[src/rtl/parking_time_recorder_pkg.sv]
// Shared constants and types for the parking time recorder.
package parking_time_recorder_pkg;

  localparam int TW       = 8;
  localparam int SLOTS    = 8;
  localparam int SLOT_W   = 3;
  localparam int TICK_DIV = 4;

  // free_count value with an empty car park
  localparam logic [SLOT_W:0] FREE_RESET = (SLOT_W + 1)'(SLOTS);

  // One-cycle response pulses produced for every request edge
  typedef struct packed {
    logic enter_ack;
    logic enter_err;
    logic exit_valid;
    logic exit_err;
  } resp_t;

  // Population count over the widest supported occupancy vector
  function automatic logic [4:0] count_ones(input logic [15:0] v);
    logic [4:0] n;
    n = '0;
    for (int i = 0; i < 16; i++) n = n + 5'(v[i]);
    return n;
  endfunction

endpackage

[src/rtl/parking_time_recorder_time_base.sv]
// Prescaled free-running time base: now advances once every TICK_DIV cycles.
module parking_time_recorder_time_base #(
  parameter int TICK_DIV = 4,
  parameter int TW       = 8
) (
  input  logic          clk,
  input  logic          rst_n,
  output logic [TW-1:0] now,
  output logic          tick
);

  // One-bit prescaler when TICK_DIV is 1 so the compare stays well formed
  localparam int PW = (TICK_DIV > 1) ? $clog2(TICK_DIV) : 1;

  logic [PW-1:0] presc;

  assign tick = (presc == PW'(TICK_DIV - 1));

  // Prescaler and time counter; now wraps modulo 2^TW
  // NOTE: sequential state uses non-blocking assignments so every register
  // samples pre-edge values, regardless of statement order.
  always_ff @(posedge clk or negedge rst_n) begin
    if (!rst_n) begin
      presc <= '0;
      now   <= '0;
    end else if (tick) begin
      presc <= '0;
      now   <= now + TW'(1);
    end else begin
      presc <= presc + PW'(1);
    end
  end

endmodule

[src/rtl/parking_time_recorder.sv]
// Records per-slot entry times and presents entry/exit timestamp pairs.
module parking_time_recorder
  import parking_time_recorder_pkg::*;
#(
  parameter int SLOTS    = parking_time_recorder_pkg::SLOTS,
  parameter int SLOT_W   = parking_time_recorder_pkg::SLOT_W,
  parameter int TICK_DIV = parking_time_recorder_pkg::TICK_DIV,
  parameter int TW       = parking_time_recorder_pkg::TW
) (
  input  logic              clk,
  input  logic              rst_n,
  input  logic              enter_req,
  input  logic [SLOT_W-1:0] enter_slot,
  input  logic              exit_req,
  input  logic [SLOT_W-1:0] exit_slot,
  output logic              enter_ack,
  output logic              enter_err,
  output logic              exit_valid,
  output logic              exit_err,
  output logic [TW-1:0]     time_in,
  output logic [TW-1:0]     time_out,
  output logic [TW-1:0]     now,
  output logic [SLOTS-1:0]  occupied,
  output logic [SLOT_W:0]   free_count
);

  logic [TW-1:0]    slot_time [SLOTS];
  logic             enter_ok;
  logic             exit_ok;
  logic [SLOTS-1:0] occ_next;
  logic [SLOT_W:0]  free_next;
  resp_t            resp_next;
  resp_t            resp;
  // tick is exported by the time base for other timing consumers; the
  // recorder only needs the pre-edge value of now.
  logic             unused_tick;

  parking_time_recorder_time_base #(
    .TICK_DIV (TICK_DIV),
    .TW       (TW)
  ) u_time_base (
    .clk   (clk),
    .rst_n (rst_n),
    .now   (now),
    .tick  (unused_tick)
  );

  // Judge both requests against pre-edge occupancy. On a shared slot this
  // lets exactly one of enter/exit succeed, never both.
  // NOTE: every combinational output gets a default first, so no path
  // through the block leaves a value unassigned and no latch is inferred.
  always_comb begin
    enter_ok = enter_req && !occupied[enter_slot];
    exit_ok  = exit_req && occupied[exit_slot];
    occ_next = occupied;
    if (exit_ok)  occ_next[exit_slot]  = 1'b0;
    if (enter_ok) occ_next[enter_slot] = 1'b1;
    free_next = (SLOT_W + 1)'(SLOTS - int'(count_ones(16'(occ_next))));
    // NOTE: combinational logic uses blocking assignments so later lines
    // see the values computed above them within the same evaluation.
    resp_next.enter_ack  = enter_ok;
    resp_next.enter_err  = enter_req && !enter_ok;
    resp_next.exit_valid = exit_ok;
    resp_next.exit_err   = exit_req && !exit_ok;
  end

  // Slot storage, occupancy, timestamps and response pulses
  always_ff @(posedge clk or negedge rst_n) begin
    if (!rst_n) begin
      // NOTE: the slot-time array is cleared on reset on purpose; a reset
      // must leave no stale entry time behind for a later exit to report.
      for (int i = 0; i < SLOTS; i++) slot_time[i] <= '0;
      occupied   <= '0;
      free_count <= (SLOT_W + 1)'(SLOTS);
      time_in    <= '0;
      time_out   <= '0;
      resp       <= '0;
    end else begin
      resp       <= resp_next;
      occupied   <= occ_next;
      free_count <= free_next;
      if (exit_ok) begin
        time_in  <= slot_time[exit_slot];
        time_out <= now;
      end
      if (enter_ok) slot_time[enter_slot] <= now;
    end
  end

  assign enter_ack  = resp.enter_ack;
  assign enter_err  = resp.enter_err;
  assign exit_valid = resp.exit_valid;
  assign exit_err   = resp.exit_err;

endmodule

[config.mk]
export PLATFORM = sky130hd
export DESIGN_NAME = parking_time_recorder
export DESIGN_NICKNAME = d
export VERILOG_FILES = /design/src/rtl/parking_time_recorder_pkg.sv /design/src/rtl/parking_time_recorder_time_base.sv /design/src/rtl/parking_time_recorder.sv
export SDC_FILE = /design/constraint.sdc
export NUM_CORES = 1
export LEC_CHECK = 0
export CELL_PAD_IN_SITES_DETAIL_PLACEMENT = 1
export CELL_PAD_IN_SITES_GLOBAL_PLACEMENT = 1
export CORE_MARGIN = 8
export CORE_UTILIZATION = 33
export DETAILED_ROUTE_END_ITERATION = 10
export GPL_TIMING_DRIVEN = 0
export HOLD_SLACK_MARGIN = 0.12
export PLACE_DENSITY = 0.59
export SLEW_MARGIN = 20
export SYNTH_ARGS = -nofsm -noshare
export SYNTH_HDL_FRONTEND = slang
export SYNTH_SLANG_ARGS = --single-unit
[constraint.sdc]
create_clock -name clk -period 4.46 [get_ports clk]
set_input_delay 0.892 -clock clk [delete_from_list [all_inputs] [get_ports clk]]
set_output_delay 0.892 -clock clk [all_outputs]
set_load 0.005 [all_outputs]
Yosys cells after proc, flatten, opt, wreduce, memory -nomap -nowiden. Cells that the tools add are included.

$add $sub $neg: 10. Multiply operators: 0. Div/mod/pow operators: 0. Magnitude comparators: 7. Equality and inequality tests: 1. Shifts and indexed selects: 0. Mux-type cells: 17. Bitwise operators: 5. Reductions and logical operators: 10.

Operator list (number): $bwmux 64 (1); $mux 8 (5); $bmux 8 s3 (1); $demux 8 s3 (1); $add 4x1->4 (4); $add 8x1->8 const B (1); $and 8x8->8 (1); $ge 4x4->1 const B (2); $lt 3x4->1 const B (2); $not 3->4 (2); $not 8->8 (1); $or 8x8->8 (1); $logic_and 1x1->1 (7); $bmux 1 s3 (2); $demux 1 s3 (2); $ge 3x1->1 const B (2); $add 3x1->4 (1); $lt 4x1->1 const B (1); $mux 1 (4); $sub 4x4->4 const A (1); $add 2x1->3 (1); $logic_not 1->1 (3); $add 1x1->2 (1); $add 2x1->2 const B (1); 2 further kinds (2).

Bits in registers: 106. Bits in latches: 0. Bits in writable memories: 0. Memory bits (read-only): 0. Input bits: 10. Output and inout bits: 40. Word-level logic and storage cells: 68. Memories: 0.

Longest topological paths before layout. Gate-level depths: netlist (run 1).

Depth after elaboration: 17. Gate-level depth with buffers: 14. Depth with buffers taken out: 13.

Cells and area by module. From an unflattened synthesis (run 1), not the netlist that was laid out.

Cells, all modules: 335. Area total of the unflattened synthesis: 4838.4 um^2.

By module, submodules not included: parking_time_recorder (times used 1, cells each 304, area an instance 4418.0 um^2, seq. area each 2403.6 um^2); parking_time_recorder_time_base (times used 1, cells each 31, area an instance 420.4 um^2, seq. area each 250.2 um^2).

Worst setup path before layout (run 1). No wires, ideal clock.

Kind: input -> register. Start: input port exit_slot[2]. End: register free_count[2]. Setup time: 126 ps. Arrival time: 4065 ps. Required time: 4334 ps. Setup slack: 269 ps. Stages: 14. Buffers on the path: 1. Path through: buf_2 nor2_2 a221oi_2 o221ai_4 nand2_1 o32a_2 fa_1 inv_1 ha_1 inv_1 fa_1 inv_1 fa_1 ha_1.

Elaborated cells between the ends (all ways): 21. Those cells by class: add/sub (8); order compare (2); mux (6); bitwise (3); reduce/logical (2).

RTL lines: from (decl) (line parking_time_recorder.sv:15) `input logic [SLOT_W-1:0] exit_slot,`; $lt 3x4->1 (implied by the code) or $ge 3x1->1 (tied branches) (line parking_time_recorder.sv:56) `if (exit_ok) occ_next[exit_slot] = 1'b0;`; $logic_and 1x1->1 (implied by the code) (line parking_time_recorder.sv:56); $mux 1 (implied by the code) (line parking_time_recorder.sv:56); $demux 1 s3 (line parking_time_recorder.sv:56); $not 8->8 (no line); $and 8x8->8 (no line); $mux 8 * (line parking_time_recorder.sv:56); $or 8x8->8 (no line); $mux 8 * (line parking_time_recorder.sv:57) `if (enter_ok) occ_next[enter_slot] = 1'b1;`; via occ_next[6] (line parking_time_recorder.sv:30) `logic [SLOTS-1:0] occ_next;`; $add 4x1->4 * (2 in a row) (line parking_time_recorder_pkg.sv:24) `for (int i = 0; i < 16; i++) n = n + 5'(v[i]);`; $sub 4x4->4 * (line parking_time_recorder.sv:58) `free_next = (SLOT_W + 1)'(SLOTS - int'(count_ones(16'(occ_next))));`; via free_next[2] (line parking_time_recorder.sv:31) `logic [SLOT_W:0] free_next;`; to (signal assigned) (line parking_time_recorder.sv:74) `free_count <= (SLOT_W + 1)'(SLOTS);`; to (signal assigned) (line parking_time_recorder.sv:81) `free_count <= free_next;`; to (decl) (line parking_time_recorder.sv:24) `output logic [SLOT_W:0] free_count`.

Mark *: on every way through the listed nets, which the timed path passes. The rest lies on a longest branch. The select of a mux whose other input is x is not followed. A chain may end at the register's enable or synchronous reset.

Final worst setup path (run 1). Ends and elaborated chain as after synthesis.

==> results of run 1 <==
==> report_power, final <==
group | internal [uW] | switching (uW) | total, uW
clock network | 549 | 368 | 917
logic | 541 | 394 | 935
registers | 1200 | 164 | 1360
==> cell type report <==
class                      instances  area [sq um]  share of cell area (%)
inverter                           8          30.0                   0.488
clock buffer                       9           225                    3.66
clock inverter                     7           116                    1.89
sequential                       106          2650                    43.1
multi-input combinational        215          2210                    35.9
buffer                            20           106                    1.73
tap                              184           230                    3.74
timing repair buffer              58           588                    9.55
==> sequential cells by signal, indices dropped and copies added, names as in the netlist <==
signal	cells
slot_time	64
occupied	8
time_in	8
time_out	8
u_time_base.now	8
free_count	4
u_time_base.presc	2
enter_ack	1
enter_err	1
exit_err	1
exit_valid	1
==> synthesized netlist by cell type, types with 3 or more instances <==
| library cell | count |
|---|---|
| fa_1 | 4 |
| dfrtp_1 | 105 |
| a21oi_1 | 7 |
| nand3_1 | 3 |
| o32a_1 | 4 |
| buf_2 | 5 |
| nand2b_1 | 5 |
| xor2_1 | 3 |
| clkbuf_1 | 12 |
| ha_1 | 6 |
| a31oi_1 | 5 |
| mux2_1 | 9 |
| nor2_1 | 4 |
| mux2i_1 | 14 |
| nand2_1 | 13 |
| nand4_1 | 4 |
| inv_1 | 7 |
| mux2_2 | 72 |
| and2_1 | 4 |
| o21ai_0 | 11 |
| mux4_2 | 7 |
| o211ai_1 | 4 |
| xnor2_1 | 4 |
==> cell families after synthesis <==
family,after synthesis,share of synthesized area [%]
AO/OA/AOI/OAI,44,6.81
multiplexers,103,25.1
adder cells (fa/ha/maj),10,3.15
buffers and inverters,29,2.57
AND/OR/NAND/NOR,51,7.19
flip-flops,106,53.9
XOR/XNOR,7,1.25
==> worst reg2reg max path: cells and delay by family (launching register included) <==
kind                     cells  cell delay (ps)
flip-flops                   1              490
multiplexers                 1              520
adder cells (fa/ha/maj)      5             1750
buffers and inverters        3              180
AO/OA/AOI/OAI                1              240
AND/OR/NAND/NOR              2              430
==> how the worst min path moves through the flow <==
stage / from / cells after the start / end
2_1_floorplan: u_time_base.presc[0]$_DFF_PN0_ / 1 / u_time_base.presc[0]$_DFF_PN0_
3_3_place_gp: u_time_base.presc[0]$_DFF_PN0_ / 1 / u_time_base.presc[0]$_DFF_PN0_
3_5_place_dp: u_time_base.presc[0]$_DFF_PN0_ / 1 / u_time_base.presc[0]$_DFF_PN0_
4_1_cts: u_time_base.presc[0]$_DFF_PN0_ / 1 / u_time_base.presc[0]$_DFF_PN0_
5_1_grt: rst_n / 1 / enter_err$_DFF_PN0_
6_report: u_time_base.presc[0]$_DFF_PN0_ / 1 / u_time_base.presc[0]$_DFF_PN0_
==> metrics by stage <==
stage,power (uW),cell area (sq um),cells
2_1_floorplan,1890,4920,350
5_1_grt,3430,6160,607
4_1_cts,3260,6090,605
3_5_place_dp,2320,5680,584
6_report,3220,6160,607
3_3_place_gp,2290,5630,582
==> per-layer routing <==
metal | global-route usage [%] | vias up | wire length (microns)
met3 | 2.43 | 13 | 275
met5 | 0 | - | 0
met4 | 5.66 | 0 | 219
met2 | 21.8 | 33 | 6080
met1 | 18.0 | 1606 | 6000
li1 | - | 1404 | -
==> what timing repair did <==
action                                  in CTS  in global routing
buffers inserted                             5                  3
endpoints found under the setup margin       3                  2
hold buffers                                 0                  0
resized for setup                            9                 12
pin swaps                                    5                  2
==> impl_summary.md, run 1 <==
Drt
The number of nets with antenna violations after detailed routing is 0. The detail-routed via count per cell is 5.03. The average wire per cell in the routed design is 20.7 microns. The first routing iteration left 159 violations. The number of optimization iterations in the first detailed-route pass is 4. The total number of vias is 3,056. For this run, design rule violations remaining after detail routing come to 0. The routed wire length is 12,600 microns.

Die
The height of the chip is 138 microns. The core outline area is 0.0145 sq mm. Once the floorplan was initialized, standard cells occupied 33.9% of the core. 50 I/O pins were placed. The die width is 138 microns. The area of the die is 0.0191 sq mm.

In this run the core area contains 44 standard-cell rows.

Worst setup path
The worst register-to-register path has a depth of 12. The end of the worst register-to-register path is free_count[2]$_DFF_PN0_. The most critical setup path has its endpoint at free_count[2]$_DFF_PN0_. At the worst endpoint, the required time is 4700 ps. The kind of end point of the critical path is a flop. In this run the number of cells on the critical path is 15. The critical path goes through clkdlybuf4s50_1, buf_4, and2_2, a32oi_2, o221ai_4, nand2_1, o32a_2, fa_1, inv_1, ha_1, inv_1, fa_1, inv_1, fa_1, ha_1. The worst-path cell with the longest stage delay is clkdlybuf4s50_1.

The critical path data arrival time is 4520 ps. The maximum single-stage delay on the critical path is 490 ps. The buffers plus inverters on the worst setup path is 5. By startpoint and endpoint, the worst setup path is classified as input port to flop. The kind of start point of the critical path is an input port. The slack of the worst reg-to-reg path is 740 ps. The cell family contributing the most delay on the critical path is adder cells. The largest driver fanout on the critical path is 10. The critical path launch point is exit_slot[2].

The reg-to-reg startpoint is occupied[7]$_DFF_PN0_.

Global routing
The number of global-route vias before repair is 3,408. The largest net degree at the start of global routing is 64. The global-route wire length before repair is 20,500 microns.

The number of antenna violations at the first check in global routing is 0. The overflow left after global routing is 0. Global routing consumed, over all layers together, 13.7% of the routing resources.

Yosys
A synthesized cell averages 14.1 sq um. Counting distinct cell types in the post-synthesis netlist gives 54. In the post-synthesis netlist, the biggest area contributors are dfrtp_1 53%, mux2_2 16%, mux4_2 3.2%. Sequential cells were found to cover 53.9% of the synthesized design area. The synthesized netlist cell count is 350. The primary flip-flop cell chosen by synthesis mapping is dfrtp_1. The share of the synthesized area in the top cell type is 53.4%. Summing every instance area after synthesis gives 0.00492 sq mm. Synthesis produced a netlist with a net count of 370.

The count of warnings emitted by yosys is 0. The share of async-settable or async-resettable flops after synthesis is 100%. The flip-flop and latch count after synthesis is 106. Yosys mapped a number of flops with a built-in enable equal to 0. The dominant cell type by area after synthesis is dfrtp_1.

Clock tree
After clock tree synthesis, the clock-pin slew on the worst setup and hold paths is 70 ps. The tree built by TritonCTS fans out to 106 sinks. The total clock buffers created by CTS is 9. TritonCTS built the clock tree. The H-tree was split into 3 levels. The clock insertion delay at the later pin of the skew report is 350 ps. The master cell of the clock root buffer is clkbuf_16. The maximum number of buffers from clock root to sink is 2.

STA
Hold timing on the final database bottoms out at a slack of 443 ps. The highest clock frequency the design can meet is 234 MHz. After routing, the total negative slack on setup checks comes to 0 ps.

The hold violation count in the final report is 0. The post-route fraction of the period consumed by the critical path is 95.9%. The number of pins with negative max-slew slack in the final report is 0.

The smallest clock period supported by the final layout is computed as 4280 ps. The transition at the pin with the smallest max-transition slack is 903 ps. The relative max-transition margin is 39.3%. Setup repair after global routing left no endpoint under its margin. Setup violations remaining at the end of the flow were counted as 0.

The final worst-path setup slack is 181 ps. For the final database, setup skew stands at 5.54 ps.

Layout
The antenna diode count is 0. The final core utilization is 42.4%. After filler insertion, the fill cell instance count of the layout stands at 1,529. Leaving out fill and tap cells, the most frequent cells in the layout are 105 x dfrtp_1, 72 x mux2_2, 44 x clkdlybuf4s50_1, 14 x mux2i_1, 13 x nand2_1. Leaving out fill and tap cells, the most frequent cell in the layout is dfrtp_1. Relative to the synthesized area, the layout overhead comes to 25.1%. The final layout contains 438 nets. The share of cells above drive strength 1 is 32.4%.

Power and ir drop
The analysis attributes to cell leakage a power of 0.00273 uW. The peak ir drop on the vdd network is 0.000165 V. The power density over the cells is 522 mW/mm^2.

Min path
The path class of the tightest hold or removal check is flop to flop.

Placement
The worst setup timing slack at the placement stage is -729 ps. At the end of routability-driven placement, the weighted congestion stood at 0.737. Buffers placed on the I/O ports in this run total 48. After legalization and detailed placement, the total HPWL measured 8650 microns.

Outcome
The flow ran to the end, and the final reports show no timing, DRC or antenna violations.

Run
The tool flagged a number of max-cap violations equal to 0.
Power figures use the tool's default switching activity.
==> run 2: changes to the inputs <==
--- a/config.mk
+++ b/config.mk
@@ -13,6 +13,7 @@
 export GPL_TIMING_DRIVEN = 0
 export HOLD_SLACK_MARGIN = 0.12
 export PLACE_DENSITY = 0.59
+export SKIP_CTS_REPAIR_TIMING = 1
 export SLEW_MARGIN = 20
 export SYNTH_ARGS = -nofsm -noshare
 export SYNTH_HDL_FRONTEND = slang
==> constraint.sdc (replaced) <==
create_clock -name clk -period 4.46 [get_ports clk]
set_input_delay 0.892 -clock clk [delete_from_list [all_inputs] [get_ports clk]]
set_output_delay 0.892 -clock clk [all_outputs]
set_load 0.01 [all_outputs]
==> run 2 against run 1 <==
Net effect:
- non-clock buffer count up 5
- combinational power grew 5.0%
- global-route usage barely moved
==> impl_summary.md, run 2 (synthesis results as in run 1) <==
Outcome
The flow ran to the end, and the final reports show no timing, DRC or antenna violations.

Power and ir drop
The static leakage power is 0.00277 uW (+1.2%). The peak ir drop on the vdd network is 0.000166 V (+0.88%). The power density over the cells came to 526 mW/mm^2 (+0.67%).

Worst setup path
The maximum single-stage delay on the critical path is 500 ps (about the same). The kind of start point of the critical path is an input port. The capturing instance or port of the critical path is free_count[2]$_DFF_PN0_. The cell depth of the worst flop-to-flop path came to 12 (unchanged). The end of the worst register-to-register path is free_count[2]$_DFF_PN0_. The slack of the worst reg-to-reg path is 720 ps (-20 ps).

The reg-to-reg startpoint is occupied[7]$_DFF_PN0_. The kind of critical path is input port to flop. The required time at the worst-slack endpoint is 4700 ps (about the same). The critical path data arrival time was 4490 ps (-30 ps). The critical path launch point is exit_slot[2]. Among all stages on the critical path, the largest delay is contributed by clkdlybuf4s50_1. The critical path goes through clkdlybuf4s50_1, buf_6, and2_2, a32oi_2, o221ai_4, nand2_1, o32a_2, fa_1, inv_1, ha_1, inv_1, fa_1, inv_1, fa_1, ha_1. The largest driver fanout on the critical path is 10 (unchanged). The worst setup path is captured at a flop.

STA
The number of setup violations in the final report is 0 (unchanged). The relative max-transition margin is 40.6% (+1.2 points). The post-route fraction of the period consumed by the critical path is 95.4% (-0.54 points). The hold violation count in the final report is 0 (unchanged). Setup repair after global routing left no endpoint under its margin. The number of pins with negative max-slew slack in the final report is 0 (unchanged). The setup clock skew after layout came to 4.17 ps (-1.37 ps). The highest clock frequency the design can meet was 235 MHz (+0.56%). The minimum period implied by the final worst setup slack is 4250 ps (-24.0 ps). The transition at the pin with the smallest max-transition slack is 885 ps (-18.3 ps).

Clock tree
The CTS tree is yes. The count of H-tree levels built during CTS is 3 (unchanged). The clock insertion delay at the later pin of the skew report is 360 ps (about the same). The master cell of the clock root buffer is clkbuf_16. The maximum number of buffers from clock root to sink was 2 (unchanged). The clock-pin transition on the worst setup and hold timing paths was 70 ps (about the same).

The sink count of the clock tree is 106 (unchanged). The total clock buffers created by CTS came to 9 (unchanged).

Layout
The top cell types in the final layout, fill and taps aside, are 105 x dfrtp_1, 72 x mux2_2, 44 x clkdlybuf4s50_1, 14 x mux2i_1, 13 x nand2_1. The number of flip-flops in the largest register came to 64 (unchanged). The share of cells above drive strength 1 is 33.2% (+0.79 points). The final standard cell count with taps included and fillers excluded is 612 (+0.82%). The final cell area excluding filler cells is 0.00621 sq mm (+0.79%). The synthesis-to-finish area growth is 26.1%. The net count reported at finish is 443 (+1.1%). The commonest non-fill, non-tap cell in the layout is dfrtp_1.

The antenna diode count came to 0 (unchanged). Ranked by flip-flop count, first place goes to slot_time.

Drt
The number of optimization iterations in the first detailed-route pass is 4 (unchanged). The average wire per cell in the routed design is 21.0 microns (+1.3%). The DRC violation count after routing came to 0 (unchanged). The number of nets with antenna violations after detailed routing is 0 (unchanged). The routed wire length was 12,900 microns (+2.1%). The iteration-0 DRC count of the detailed router was 168 (+5.7%). The total number of vias is 3,109 (+1.7%).

The detail-routed via count per cell was 5.08 (+0.90%).

Die
The core outline area is 0.0145 sq mm (unchanged). The number of primary I/O pins is 50 (unchanged). The area of the die is 0.0191 sq mm (unchanged). The height of the chip is 138 microns (unchanged). The initial standard-cell utilization of the core is 33.9% (unchanged).

The die width is 138 microns (unchanged). The total number of placement rows is 44 (unchanged).

Global routing
The global-route wire length before repair is 20,500 microns (-0.17%). The number of global-route vias before repair is 3,379 (-0.85%). The total routing usage reported by global routing is 13.7% (about the same).

The overflow left after global routing is 0 (unchanged). The largest net degree at the start of global routing is 64 (unchanged). The number of antenna violations at the first check in global routing is 0 (unchanged).

Min path
The worst hold path belongs to the class flop to flop.

Placement
The routability-driven placement congestion ratio came to 0.737 (unchanged). The count of input and output buffers was 48 (unchanged). The total cell area at the placement stage is 0.00568 sq mm (unchanged). The cell count after placement came to 584 (unchanged). The detailed-placement wirelength estimate is 8650 microns (unchanged).

Run
The max-cap check violation count was 0 (unchanged).
-- run 2: cell types whose count changed in the layout (fill, tap and decap cells not counted) --
cell,previous run,this run
clkbuf_2,1,2
buf_2,3,2
buf_6,3,6
buf_4,10,12
-- run 2: power by group --
group	leakage (uW)	total (uW)	internal, uW	switching [uW]
combinational	0.00125	982	547	435
clock	0.000166	920	549	371
sequential	0.00135	1360	1200	162
total	0.00277	3260	2300	967
-- run 2: worst max-delay path, delay by kind of cell --
kind                     cells  cell delay, ps
adder cells (fa/ha/maj)      5            1780
AO/OA/AOI/OAI                3             600
buffers and inverters        5             870
AND/OR/NAND/NOR              2             360
-- run 2: final cells by class --
cell class | count | area [sq um]
multi-input cells | 215 | 2210
clock inverters | 7 | 116
plain buffers | 21 | 125
inverters | 8 | 30.0
clock buffers | 9 | 225
repair buffers | 62 | 618
fillers | 1533 | 8330
flip-flops and latches | 106 | 2650
well taps | 184 | 230
-- run 2: through the flow --
stage / setup WS (ps) / utilization (%) / total power, uW / hold WS, ps / setup TNS (ps)
final: 205 / 42.7 / 3260 / 444 / 0
after CTS: -358 / 41.4 / 3280 / 447 / -694
after global placement: -1790 / 38.8 / 2330 / 416 / -190390
after global routing: 16.4 / 42.7 / 3480 / 475 / 0
after detailed placement: -729 / 39.1 / 2360 / 430 / -1810
after floorplan: 266 / - / 1930 / 403 / 0
-- run 2: worst min path at each step --
stage / endpoint / depth (start not counted) / slack (ps) / start
floorplan: u_time_base.presc[0]$_DFF_PN0_ / 1 / 400 / u_time_base.presc[0]$_DFF_PN0_
global placement: u_time_base.presc[0]$_DFF_PN0_ / 1 / 420 / u_time_base.presc[0]$_DFF_PN0_
detailed placement: u_time_base.presc[0]$_DFF_PN0_ / 1 / 430 / u_time_base.presc[0]$_DFF_PN0_
global route: enter_err$_DFF_PN0_ / 1 / 480 / rst_n
CTS: u_time_base.presc[0]$_DFF_PN0_ / 1 / 450 / u_time_base.presc[0]$_DFF_PN0_
finish: u_time_base.presc[0]$_DFF_PN0_ / 1 / 440 / u_time_base.presc[0]$_DFF_PN0_
-- run 2: routing by layer --
layer	track usage (%)	vias to the layer above	wire length, microns
li1	-	1420	-
met1	18.4	1628	6050
met2	21.3	43	6160
met3	2.36	18	376
met4	6.01	0	260
met5	0	-	0
==> run 3: changes to the inputs <==
--- a/config.mk
+++ b/config.mk
@@ -5,16 +5,17 @@
 export SDC_FILE = /design/constraint.sdc
 export NUM_CORES = 1
 export LEC_CHECK = 0
+export CAP_MARGIN = 10
 export CELL_PAD_IN_SITES_DETAIL_PLACEMENT = 1
 export CELL_PAD_IN_SITES_GLOBAL_PLACEMENT = 1
 export CORE_MARGIN = 8
-export CORE_UTILIZATION = 33
+export CORE_UTILIZATION = 47
 export DETAILED_ROUTE_END_ITERATION = 10
 export GPL_TIMING_DRIVEN = 0
 export HOLD_SLACK_MARGIN = 0.12
-export PLACE_DENSITY = 0.59
+export PLACE_DENSITY = 0.79
 export SKIP_CTS_REPAIR_TIMING = 1
-export SLEW_MARGIN = 20
+export SLEW_MARGIN = 5
 export SYNTH_ARGS = -nofsm -noshare
 export SYNTH_HDL_FRONTEND = slang
 export SYNTH_SLANG_ARGS = --single-unit
==> run 3 against run 2 <==
Net effect:
- sequential share of layout area is 1.5 points higher
- die area is 27% lower
- flip-flop and latch count stayed put
- setup slack worse by 130 ps
- final area is 3.4% lower
- via count is 3.4% higher
- critical path depth is 2 lower
- maximum frequency is 2.9% lower
- utilization is 16 points higher
- register-to-register slack better by 50 ps
- clock power is 25% lower
- routed wire length is 1.8% lower
- largest cell class unchanged
- largest power group unchanged
- highest routed layer unchanged
==> impl_summary.md, run 3 (synthesis results as in run 1) <==
Clock tree
The sink count of the clock tree is 106 (unchanged). The maximum number of buffers from clock root to sink is 2 (unchanged). The clock-pin transition on the worst setup and hold timing paths was 110 ps (+40 ps). The clock insertion delay at the later pin of the skew report is 380 ps (+20 ps). The CTS tree is yes. The total clock buffers created by CTS is 9 (unchanged). The master cell of the clock root buffer is clkbuf_8. The count of H-tree levels built during CTS is 3 (unchanged).

STA
The setup clock skew after layout is 11.9 ps (+7.73 ps). The final sum of negative setup slack is 0 ps (unchanged). The minimum period implied by the final worst setup slack is 4380 ps (+127 ps).

The number of setup violations in the final report is 0 (unchanged). The hold violation count in the final report is 0 (unchanged). The final worst-path setup slack was 78.9 ps (-127 ps). The highest clock frequency the design can meet was 228 MHz (-2.9%). The post-route fraction of the period consumed by the critical path was 98.2% (+2.8 points).

The relative max-transition margin came to 31.5% (-9.1 points). The number of pins with negative max-slew slack in the final report is 0 (unchanged). The transition at the pin with the smallest max-transition slack came to 1020 ps (+136 ps).

Die
The die width is 118 microns (-14%). The area of the die is 0.0140 sq mm (-27%). The total number of placement rows is 37 (-16%). The initial standard-cell utilization of the core is 48.1% (+14 points).

The number of primary I/O pins came to 50 (unchanged). The core outline area is 0.0102 sq mm (-30%). The height of the chip is 118 microns (-14%).

Drt
The total number of vias is 3,215 (+3.4%). The average wire per cell in the routed design was 22.4 microns (+6.6%). The iteration-0 DRC count of the detailed router came to 131 (-22%). The detail-routed via count per cell came to 5.70 (+12%). The routed wire length came to 12,600 microns (-1.8%). The number of nets with antenna violations after detailed routing is 0 (unchanged). The DRC violation count after routing came to 0 (unchanged).

The number of optimization iterations in the first detailed-route pass is 4 (unchanged).

Global routing
The number of antenna violations at the first check in global routing is 0 (unchanged). The number of global-route vias before repair is 3,600 (+6.5%). The global-route wire length before repair was 20,300 microns (-0.81%).

The total routing usage reported by global routing is 18.5% (+4.8 points). The largest net degree at the start of global routing was 56 (-13%). The overflow left after global routing is 0 (unchanged).

Worst setup path
The buffers plus inverters on the worst setup path is 5 (unchanged). The kind of cell adding the most delay to the critical path is adder cells. Traced cell by cell, the critical path runs through clkdlybuf4s50_1, nand2_1, nor4_4, buf_4, o32a_1, fa_1, inv_1, ha_1, inv_1, fa_1, inv_1, fa_1, ha_1. The slowest stage of the critical path is the clkdlybuf4s50_1 cell. STA classifies the critical path endpoint as a flop.

The slack of the worst reg-to-reg path is 770 ps (+50 ps). The kind of start point of the critical path is an input port. The maximum single-stage delay on the critical path is 590 ps (+90 ps). The critical path data arrival time is 4670 ps (+180 ps). The required time at the worst-slack endpoint is 4740 ps (+40 ps). The largest driver fanout on the critical path was 5 (-5). The kind of critical path is input port to flop.

Layout
The share of cells above drive strength 1 came to 32.7% (-0.47 points). Ranked by flip-flop count, first place goes to slot_time. The net count reported at finish came to 443 (unchanged). The synthesis-to-finish area growth is 21.8%. The antenna diode count was 0 (unchanged). The number of flip-flops in the largest register came to 64 (unchanged). The library cells used most frequently in the layout, excluding fill and tap cells, are 105 x dfrtp_1, 72 x mux2_2, 46 x clkdlybuf4s50_1, 16 x buf_4, 14 x mux2i_1. Leaving out fill and tap cells, the most frequent cell in the layout is dfrtp_1.

The area taken by flip-flops and latches is 0.00265 sq mm (unchanged). The number of inserted filler cells in the final layout is 1,007 (-34%). The area of the multi-input gates is 0.00219 sq mm (-0.85%).

Min path
The kind of path behind the tightest hold check is flop to flop.

Placement
The count of input and output buffers is 48 (unchanged). The detailed-placement wirelength estimate is 8380 microns (-3.1%). The worst setup timing slack at the placement stage is -704 ps (+24.6 ps).

The routability-driven placement congestion ratio is 0.806 (+9.3%).

Power and ir drop
The static leakage power is 0.00269 uW (-2.8%). The power density over the cells came to 507 mW/mm^2 (-3.6%). The peak ir drop on the vdd network is 0.000252 V (+52%).

Outcome
The run finished with clean final reports.

Run
The max-cap check violation count is 0 (unchanged).
## run 3: final timing paths
kind                       cells past startpoint                      startpoint                        endpoint
max                                           13                   enter_slot[1]         free_count[2]$_DFF_PN0_
min                                            1  u_time_base.presc[0]$_DFF_PN0_  u_time_base.presc[0]$_DFF_PN0_
max reg2reg                                   12           occupied[7]$_DFF_PN0_         free_count[2]$_DFF_PN0_
min in group asynchronous                      1                           rst_n         free_count[2]$_DFF_PN0_
max in group asynchronous                      2                           rst_n       slot_time[52]$_DFFE_PN0P_
min reg2reg                                    1  u_time_base.presc[0]$_DFF_PN0_  u_time_base.presc[0]$_DFF_PN0_
## run 3: power breakdown
part | internal (uW) | leakage (uW) | total [uW] | switching, uW
sequential | 1200 | 0.00135 | 1360 | 158
clock | 340 | 0.000120 | 691 | 352
combinational | 548 | 0.00122 | 991 | 443
total | 2090 | 0.00269 | 3040 | 953
## run 3: layout make-up
type | count | area share (%)
buffer | 21 | 1.88
sequential | 106 | 44.3
tap | 136 | 2.84
clock inverter | 6 | 1.61
timing repair buffer | 62 | 10.1
clock buffer | 10 | 2.30
multi-input combinational | 215 | 36.5
inverter | 8 | 0.501
## run 3: worst register-to-register path, stage by stage (launching register included)
cell,delay (ps)
dfrtp_1,450
mux4_2,520
nand2b_4,190
nor3_4,260
o32a_1,240
fa_1,420
inv_1,60
ha_1,140
inv_1,60
fa_1,500
inv_1,50
fa_1,420
ha_1,270
## run 3: metrics by stage
stage                     util, %  std cells  hold slack [ps]  area (sq um)  power [uW]
after CTS                    57.1        552              443          5840        3050
after detailed placement     54.8        536              427          5610        2360
after global routing         58.6        564              469          6000        3230
after floorplan                 -        350              403          4920        1930
after global placement       54.5        534              415          5570        2300
final                        58.6        564              436          6000        3040
## run 3: per-layer routing
layer | GRT usage (%) | vias up | wire length, microns
met5 | 0 | - | 0
met4 | 6.16 | 0 | 195
met3 | 5.05 | 15 | 630
met2 | 30.3 | 70 | 6280
met1 | 23.3 | 1714 | 5520
li1 | - | 1416 | -
==> variant (config.mk and constraints of run 3) <==
Set the package constant `SLOT_W` to 6 (it was 3).
--- a/src/rtl/parking_time_recorder_pkg.sv
+++ b/src/rtl/parking_time_recorder_pkg.sv
@@ -4,5 +4,5 @@
   localparam int TW       = 8;
   localparam int SLOTS    = 8;
-  localparam int SLOT_W   = 3;
+  localparam int SLOT_W   = 6;
   localparam int TICK_DIV = 4;
 
Interface: changed (resized enter_slot, exit_slot and free_count); port bits go from 50 to 59. No check against the original RTL was run, so the function may have changed too.
==> variant against run 3 <==
- final area up 2.3%
- first-iteration DRC count up 3.8%
- register-to-register slack better by 70 ps
- setup slack better by 84 ps
- sequential cell count up 1
- routed wire length up 1.3%
- clock skew down 1.5 ps
- synthesized cell count up 6.3%
- count of clock-buffer cells in the layout unchanged
- sequential share of layout area down 0.59 points
- total power down 25%
- synthesized area up 2.8%
- largest cell class unchanged
==> variant: results (changes against run 3) <==
{| class="wikitable"
! Metric !! Value
|-
| Result of the run || completed
|-
| Pre-antenna DRT Iters || 4 (unchanged)
|-
| H-Tree Depth || 3 (unchanged)
|-
| Min Hold Slack || 456 ps (+19.5 ps)
|-
| Number of distinct library cell variants in the gate-level netlist after synthesis || 51 (-5.6%)
|-
| Largest net degree at the start of global routing || 70 (+25%)
|-
| Biggest area contributors in the synthesized netlist || sky130_fd_sc_hd__dfrtp_1 52%, sky130_fd_sc_hd__mux2_2 17%, sky130_fd_sc_hd__mux4_2 4.0%, sky130_fd_sc_hd__ha_1 2.5%, sky130_fd_sc_hd__mux2i_1 2.2%
|-
| Via density || 5.63 (-1.2%)
|-
| Number of port buffers || 55 (+15%)
|-
| Layout Skew || 10.4 ps (-1.49 ps)
|-
| Worst hold path endpoint || u_time_base.presc[0]$_DFF_PN0_
|-
| Static Leakage || 2.86 nW (+6.5%)
|-
| Number of flip-flops in the largest register || 64 (unchanged)
|-
| Power of the combinational group || 0.000517 W (-48%)
|-
| Start of the worst register-to-register path || occupied[4]$_DFF_PN0_
|-
| CP max-delay cell || sky130_fd_sc_hd__fa_1
|-
| Number of antenna diodes || 0 (unchanged)
|-
| Fin nets || 477 (+7.7%)
|-
| Hold Path Cell Cnt || 1 (unchanged)
|-
| Max Fanout on Critical Path || 10 (+5)
|-
| First-pass GRT wire length || 20.9 mm (+2.8%)
|-
| Fraction of final layout cells sized beyond drive strength 1 || 0.314 (-0.0129)
|-
| WP data arrival || 4580 ps (-90 ps)
|-
| Share of flip-flops with an asynchronous set or reset || 1.00 (unchanged)
|-
| Placed cell area || 5820 um^2 (+3.7%)
|-
| Clock Tree Root || sky130_fd_sc_hd__clkbuf_8
|-
| Total routed wirelength || 12.8 mm (+1.3%)
|-
| Initial antenna violation count || 0 (unchanged)
|-
| Total of warnings raised by yosys || 0 (unchanged)
|-
| Clock network fraction of design power || 0.278 (+0.051)
|-
| Vias in the first global route || 3,704 (+2.9%)
|-
| 1st-iter DRT viols || 136 (+3.8%)
|-
| VDD IR-drop max || 0.000203 V (-19%)
|-
| Path category of the worst min-delay check || reg2reg
|-
| Synth cell count leaders || 106 x sky130_fd_sc_hd__dfrtp_1, 78 x sky130_fd_sc_hd__mux2_2, 12 x sky130_fd_sc_hd__nand2_1
|-
| Capture instance of the worst register-to-register path || free_count[2]$_DFF_PN0_
|-
| Top cell family by delay on the critical path || adder cells
|-
| GPL Wtd Cong || 0.743 (-7.8%)
|-
| Part of the Yosys area used for sequential elements || 0.529 (-0.00985)
|-
| Transition time at the pin with the least slew margin || 781 ps (-239 ps)
|-
| GRT Resource Usage Total || 0.188 (+0.00234)
|-
| Setup slack on the worst flop-to-flop path || 840 ps (+70 ps)
|-
| Fill cell instance count of the final layout || 1,082 (+7.4%)
|-
| CP max stage delay || 530 ps (-60 ps)
|-
| Number of buffers on the longest clock path || 2 (unchanged)
|-
| Psw || 0.000653 W (-32%)
|-
| Half-perimeter wire length after detailed placement || 8.67 mm (+3.4%)
|-
| Later-pin clock latency in the skew report || 390 ps
|-
| Min-Delay Startpoint || u_time_base.presc[0]$_DFF_PN0_
|}
## variant: per-stage QoR
| stage | setup slack [ps] | std cells | power, W | util |
|---|---|---|---|---|
| 2_1_floorplan | 415 | 373 | 0.00140 | - |
| 3_3_place_gp | -1490 | 568 | 0.00162 | 0.544 |
| 3_5_place_dp | -614 | 569 | 0.00166 | 0.546 |
| 4_1_cts | -205 | 585 | 0.00230 | 0.566 |
| 5_1_grt | -4.17 | 592 | 0.00239 | 0.576 |
| 6_report | 163 | 592 | 0.00227 | 0.576 |
## variant: per-layer routing
layer  routed length (um)  global-route usage  part of all wire
met5                    0                   0                 0
met4                  205              0.0640             0.016
met3                  648              0.0427             0.051
met2                 6290               0.306              0.49
met1                 5650               0.242              0.44
## variant: worst max-delay path by stage
stage                   from                 endpoint  slack, ps
3_3_place_gp           rst_n  time_out[1]$_DFFE_PN0N_      -1490
2_1_floorplan   exit_slot[0]  free_count[2]$_DFF_PN0_        410
4_1_cts             exit_req  free_count[2]$_DFF_PN0_       -200
3_5_place_dp        exit_req  free_count[2]$_DFF_PN0_       -610
5_1_grt         exit_slot[0]  free_count[2]$_DFF_PN0_         -4
6_report       enter_slot[5]  free_count[2]$_DFF_PN0_        160
## variant: kinds of logic after synthesis
kind of cell | share of synthesized area
AO/OA/AOI/OAI | 0.0539
XOR/XNOR | 0.0121
adder cells (fa/ha/maj) | 0.0405
buffers and inverters | 0.0289
flip-flops | 0.529
multiplexers | 0.255
other | 0.000741
AND/OR/NAND/NOR | 0.0791
## variant: layout make-up
type                            instances  area share
Buffer                                 23      0.0202
Clock buffer                           10      0.0224
Clock inverter                          6      0.0118
Inverter                                9     0.00551
Multi-Input combinational cell        233       0.371
Sequential cell                       107       0.437
Tap cell                              140      0.0286
Timing Repair Buffer                   64       0.104
